===== src/rtl/adc_acq_pkg.sv =====
// Shared definitions for the ADC acquisition block: state encoding and the
// fixed-point scaling exponent used to map the averaged code onto the output.
package adc_acq_pkg;

  // Acquisition states, encoded as reported on ACQ_STATE.
  typedef enum logic [1:0] {
    ST_IDLE   = 2'd0,
    ST_SETTLE = 2'd1,
    ST_ACCUM  = 2'd2,
    ST_DONE   = 2'd3
  } acq_state_e;

  // Base left-shift that places a full-scale raw code at +/-1.0 in the
  // fixed-point output; the averaging exponent L is subtracted from it.
  function automatic int fp_scale_base(input int fp_w, input int int_w, input int raw_w);
    return fp_w - int_w - (raw_w - 1);
  endfunction

endpackage


===== src/rtl/adc_acq.sv =====
// ADC acquisition: optional settle period, then 2^L sample accumulation,
// result scaled to signed fixed-point and held until the request drops.
// Optional feature: define ADC_ACQ_OFFSET_EN to add an OFFSET port that is
// subtracted from every accumulated sample (clip detection stays on raw codes).
module adc_acq
  import adc_acq_pkg::*;
#(
  parameter int FP_WIDTH     = 32,
  parameter int INT_WIDTH    = 16,
  parameter int RAW_WIDTH    = 14,
  parameter int MAX_LOG2_AVG = 8
) (
  input  logic                        ADC_CLK,
  input  logic                        RST,
  input  logic signed [RAW_WIDTH-1:0] ADC_RAW,
`ifdef ADC_ACQ_OFFSET_EN
  input  logic signed [RAW_WIDTH-1:0] OFFSET,
`endif
  input  logic                        ADC_EN,
  input  logic [31:0]                 SETTLE,
  input  logic [3:0]                  LOG2_AVG,
  output logic                        ADC_DONE,
  output logic [FP_WIDTH-1:0]         ADC_OUT,
  output logic                        CLIP,
  output logic [1:0]                  ACQ_STATE
);

  localparam int ACC_W      = RAW_WIDTH + MAX_LOG2_AVG + 1;
  localparam int CNT_W      = MAX_LOG2_AVG + 1;
  localparam int SCALE_BASE = fp_scale_base(FP_WIDTH, INT_WIDTH, RAW_WIDTH);
  localparam int WIDE_W     = ACC_W + FP_WIDTH + MAX_LOG2_AVG + 2;

  localparam logic signed [RAW_WIDTH-1:0] RAW_MAX = {1'b0, {(RAW_WIDTH-1){1'b1}}};
  localparam logic signed [RAW_WIDTH-1:0] RAW_MIN = {1'b1, {(RAW_WIDTH-1){1'b0}}};
  localparam logic [3:0] L_CAP = (MAX_LOG2_AVG > 15) ? 4'd15 : 4'(MAX_LOG2_AVG);

  acq_state_e                state_q, state_d;
  logic [31:0]               settle_q, settle_d;
  logic [3:0]                l_q, l_d;
  logic [CNT_W-1:0]          cnt_q, cnt_d;
  logic signed [ACC_W-1:0]   acc_q, acc_d;
  logic [FP_WIDTH-1:0]       out_q, out_d;
  logic                      done_q, done_d;
  logic                      clip_q, clip_d;

  logic signed [RAW_WIDTH:0] sample_s;
  logic signed [ACC_W-1:0]   sample_ext_s;
  logic                      raw_clip_s;
  logic                      cnt_last_s;
  logic signed [WIDE_W-1:0]  acc_wide_s;
  logic signed [WIDE_W-1:0]  scaled_s;
  int                        exp_s;

`ifdef ADC_ACQ_OFFSET_EN
  assign sample_s = {ADC_RAW[RAW_WIDTH-1], ADC_RAW} - {OFFSET[RAW_WIDTH-1], OFFSET};
`else
  assign sample_s = {ADC_RAW[RAW_WIDTH-1], ADC_RAW};
`endif

  assign sample_ext_s = {{(ACC_W-RAW_WIDTH-1){sample_s[RAW_WIDTH]}}, sample_s};
  assign raw_clip_s   = (ADC_RAW == RAW_MAX) || (ADC_RAW == RAW_MIN);
  assign cnt_last_s   = (cnt_q == (CNT_W'(1) << l_q));
  assign acc_wide_s   = {{(WIDE_W-ACC_W){acc_q[ACC_W-1]}}, acc_q};

  // Scale the accumulator by 2^(SCALE_BASE-L): left or arithmetic right shift.
  always_comb begin
    exp_s = SCALE_BASE - int'(l_q);
    if (exp_s >= 0) begin
      scaled_s = acc_wide_s <<< exp_s;
    end else begin
      scaled_s = acc_wide_s >>> (-exp_s);
    end
  end

  // Next-state and datapath updates for the acquisition sequence.
  always_comb begin
    state_d  = state_q;
    settle_d = settle_q;
    l_d      = l_q;
    cnt_d    = cnt_q;
    acc_d    = acc_q;
    out_d    = out_q;
    done_d   = done_q;
    clip_d   = clip_q;
    case (state_q)
      ST_IDLE: begin
        if (ADC_EN) begin
          settle_d = SETTLE;
          l_d      = (LOG2_AVG > L_CAP) ? L_CAP : LOG2_AVG;
          cnt_d    = '0;
          acc_d    = '0;
          clip_d   = 1'b0;
          state_d  = (SETTLE != 32'd0) ? ST_SETTLE : ST_ACCUM;
        end else begin
          state_d  = ST_IDLE;
        end
      end
      ST_SETTLE: begin
        if (!ADC_EN) begin
          state_d  = ST_IDLE;
        end else if (settle_q <= 32'd1) begin
          state_d  = ST_ACCUM;
        end else begin
          settle_d = settle_q - 32'd1;
        end
      end
      ST_ACCUM: begin
        if (!ADC_EN) begin
          state_d = ST_IDLE;
        end else if (cnt_last_s) begin
          out_d   = scaled_s[FP_WIDTH-1:0];
          done_d  = 1'b1;
          state_d = ST_DONE;
        end else begin
          acc_d   = acc_q + sample_ext_s;
          cnt_d   = cnt_q + CNT_W'(1);
          clip_d  = clip_q | raw_clip_s;
        end
      end
      ST_DONE: begin
        if (!ADC_EN) begin
          done_d  = 1'b0;
          state_d = ST_IDLE;
        end else begin
          state_d = ST_DONE;
        end
      end
      default: begin
        done_d  = 1'b0;
        state_d = ST_IDLE;
      end
    endcase
  end

  // State and datapath registers, cleared immediately by RST.
  always_ff @(posedge ADC_CLK or posedge RST) begin
    if (RST) begin
      state_q  <= ST_IDLE;
      settle_q <= 32'd0;
      l_q      <= 4'd0;
      cnt_q    <= '0;
      acc_q    <= '0;
      out_q    <= '0;
      done_q   <= 1'b0;
      clip_q   <= 1'b0;
    end else begin
      state_q  <= state_d;
      settle_q <= settle_d;
      l_q      <= l_d;
      cnt_q    <= cnt_d;
      acc_q    <= acc_d;
      out_q    <= out_d;
      done_q   <= done_d;
      clip_q   <= clip_d;
    end
  end

  assign ADC_DONE  = done_q;
  assign ADC_OUT   = out_q;
  assign CLIP      = clip_q;
  assign ACQ_STATE = state_q;

endmodule

===== config.mk =====
export PLATFORM = sky130hd
export DESIGN_NAME = adc_acq
export DESIGN_NICKNAME = d
export VERILOG_FILES = /design/src/rtl/adc_acq_pkg.sv /design/src/rtl/adc_acq.sv
export SDC_FILE = /design/constraint.sdc
export NUM_CORES = 1
export LEC_CHECK = 0
export BUFFER_PORTS_ARGS = -buffer_cell sky130_fd_sc_hd__buf_4
export CORE_MARGIN = 2
export CORE_UTILIZATION = 60
export CTS_CLUSTER_SIZE = 16
export DETAILED_ROUTE_END_ITERATION = 6
export PLACE_DENSITY_LB_ADDON = 0.2
export SYNTH_ARGS = -nofsm -noshare
export SYNTH_HDL_FRONTEND = slang
export SYNTH_SLANG_ARGS = --single-unit

===== constraint.sdc =====
create_clock -name ADC_CLK -period 6.1 [get_ports ADC_CLK]
set_input_delay 0.305 -clock ADC_CLK [delete_from_list [all_inputs] [get_ports ADC_CLK]]
set_output_delay 0.305 -clock ADC_CLK [all_outputs]
set_load 0.02 [all_outputs]

==> reports/metrics.cfg <==
[finish]
multi_input_area_um2=5790
num_antenna_cells=0
final_common_cell=nand2_1
fill_cells=1222
fin_nets=1228
drive_gt1_share_pct=14.9
final_cell_mix=nand2_1, a21oi_1, buf_4
register_area_um2=2600
syn_to_final_growth_pct=12.0

[global_routing]
busiest_layer=met2
grt_max_degree=75
grt_use_total_pct=31.5
grt_util_met3_pct=5.88
grt_use_met2_pct=48.0
grt.overflow.total=0
grt_use_met1_pct=45.4
grt_first_pass_wirelength_mm=40.4
antenna_found_initial=0
first_global_vias=7992

[synth]
yosys_most_used_dff=dfrtp_1
syn_area_per_cell_um2=8.00
synth_cells=1090
ys_ff_latch=104
yosysUniqueCellTypes=78
ys_seq_area_share_pct=29.8
synthesis.nets=1180
yosysWarnings=0
netlist_area_um2=8720
synthArstFlopShare_pct=100
synth_edf_count=0

[sta]
whs_ns=0.160
tightestPinTransition_ns=1.02
fin_ws_ns=1.73
fin_setup_tns_ns=0
fmax_ghz=0.229
period_minus_slack_ns=4.37
rsz0062_at_grt=no
min_period_over_period_pct=71.6
drv_slew=0
slew_headroom_pct=31.6
finalHoldViolations=0
fin_skew_ns=0.00867
setup_viol=0

[clock_tree]
cts_resized=0
cts-hold-fix-buffers=1
clock-root-buffer=clkbuf_16
cts_sinks=104
clock_latency_ns=0.37
cts_tree=built
h-tree-depth=3
clockBufferDepth=2
cts-buffers-inserted=9
cts_setup_buffers=0
clk_pin_slew_ns=0.08

[critical_path]
crit_arrival_ns=4.62
reg2reg_slack_ns=1.73
setup.worst_path.start_class=flip-flop
crit_type=flip-flop to flip-flop
worstPathRequired_ns=6.35
cp-end-kind=flip-flop
crit_path_max_fanout=28

[die]
die_w_um=125
dieArea_um2=15500
start_util_pct=60.7
fp-row-count=44
core-area_um2=14400
die_height_um=125
pin_count=89

[routing]
drt-wirelength-per-cell_um=18.4
drt_first_iter_violations=1056
drc=0
vias=8645
first_pass_iters=5
via_per_inst=6.51
ant_nets=0
drt_wl_total_mm=24.5

[run]
maxCapViolations=0

[power_and_ir_drop]
p_sw_share_pct=47.2
p_int_uw=1940
comb_power_share_pct=53.8
clock_power_share_pct=15.5
seq_power_share_pct=30.7
p_leak_uw=0.00413
power.density_nw_per_um2=376
power.net_switching_uw=1740
ir_drop_v=0.000225

[place]
portBuffers=88
detailedPlace.worstSlack_ns=1.86
place_congestion=0.944
place_hpwl_mm=17.6

[run_status]
status=finished, final reports clean

[min_path]
holdCritPathClass=input pin to flip-flop

==> cell type report <==
type | instances | share of cell area, %
repair buffers | 105 | 8.10
well taps | 184 | 2.36
clock buffers | 9 | 2.31
flip-flops and latches | 104 | 26.7
clock inverters | 7 | 0.551
inverters | 19 | 0.756
multi-input cells | 899 | 59.3
==> critical path: stages (launching register included) <==
cell and delay, ns:
dfrtp_1 0.91, inv_2 0.36, nor2_1 0.37, nand3_1 0.16
ha_1 0.25, or4b_1 0.53, nor2_1 0.52, a31o_2 0.27
mux2i_1 0.12, a21o_1 0.22, a211o_1 0.29, a21oi_1 0.16
o21ai_1 0.07
==> Yosys cell counts, types with 9 or more instances <==
cell type  number  area share (%)
mux2_2         17             2.2
o21ai_0        96             5.5
nor4_1         20             1.4
nor2b_1         9            0.65
o22ai_1         9            0.65
a21oi_1       105             6.0
clkbuf_1       51             2.2
xnor2_1        21             2.1
nor2_1        104             4.5
nand2_1       139             6.0
mux2i_1        46             5.3
a211oi_1       15             1.3
buf_2           9            0.52
a31oi_1        12            0.86
dfrtp_1       104              30
nand4_1         9            0.65
nand3_1        25             1.4
ha_1           36             5.2
o211ai_1       13             1.1
nand2b_1       10            0.72
a21o_1         14             1.2
inv_1          16            0.69
or3_1          10            0.72
mux4_2         11             2.8
nand3b_1        9            0.77
o31ai_1        11            0.95
a22o_1         17             1.7
o21ai_1        19             1.1
nor3_1         21             1.2
==> worst paths after layout <==
| kind | end | cells past startpoint | start |
|---|---|---|---|
| max | ADC_OUT[6]$_DFFE_PP0P_ | 12 | l_q[1]$_DFFE_PP0P_ |
| min | l_q[3]$_DFFE_PP0P_ | 3 | LOG2_AVG[3] |
| max reg2reg | ADC_OUT[6]$_DFFE_PP0P_ | 12 | l_q[1]$_DFFE_PP0P_ |
| min reg2reg | ADC_OUT[15]$_DFFE_PP0P_ | 2 | ADC_OUT[15]$_DFFE_PP0P_ |
| max in group asynchronous | l_q[0]$_DFFE_PP0P_ | 4 | RST |
| min in group asynchronous | ADC_OUT[24]$_DFFE_PP0P_ | 3 | RST |
==> per-stage QoR <==
step / instances / util, % / area (um2) / total power, uW
2_1_floorplan: 1090 / - / 8720 / 2510
3_3_place_gp: 1310 / 66.0 / 9480 / 3040
3_5_place_dp: 1310 / 66.0 / 9480 / 3060
4_1_cts: 1327 / 68.0 / 9770 / 3640
5_1_grt: 1327 / 68.0 / 9770 / 3930
6_report: 1327 / 68.0 / 9770 / 3680
==> layer usage <==
metal	vias to the layer above	part of all wire [%]
met5	-	0
met4	0	3.0
met3	66	7.4
met2	378	45
met1	4060	44
li1	4141	-
==> flip-flops by register name, summed over array words and instances, names as in the netlist <==
name / cells
acc_q: 23
l_q: 4
ACQ_STATE: 2
settle_q: 32
CLIP: 1
cnt_q: 9
ADC_DONE: 1
ADC_OUT: 32
==> power by group through the flow <==
stage	Clock (uW)	Combinational, uW	Sequential (uW)
floorplan	0	1360	1150
global placement	0	1910	1130
detailed placement	0	1930	1130
CTS	576	1940	1120
global route	606	2170	1160
finish	570	1980	1130
==> cells by family after synthesis <==
| group | count (synthesis) | synth area share (%) |
|---|---|---|
| multiplexers | 75 | 10.4 |
| AND/OR/NAND/NOR | 389 | 21.3 |
| XOR/XNOR | 26 | 2.61 |
| adder cells (fa/ha/maj) | 37 | 5.39 |
| AO/OA/AOI/OAI | 372 | 26.4 |
| flip-flops | 104 | 29.8 |
| buffers and inverters | 87 | 3.96 |
No activity file was read; power rests on OpenSTA's default activity.
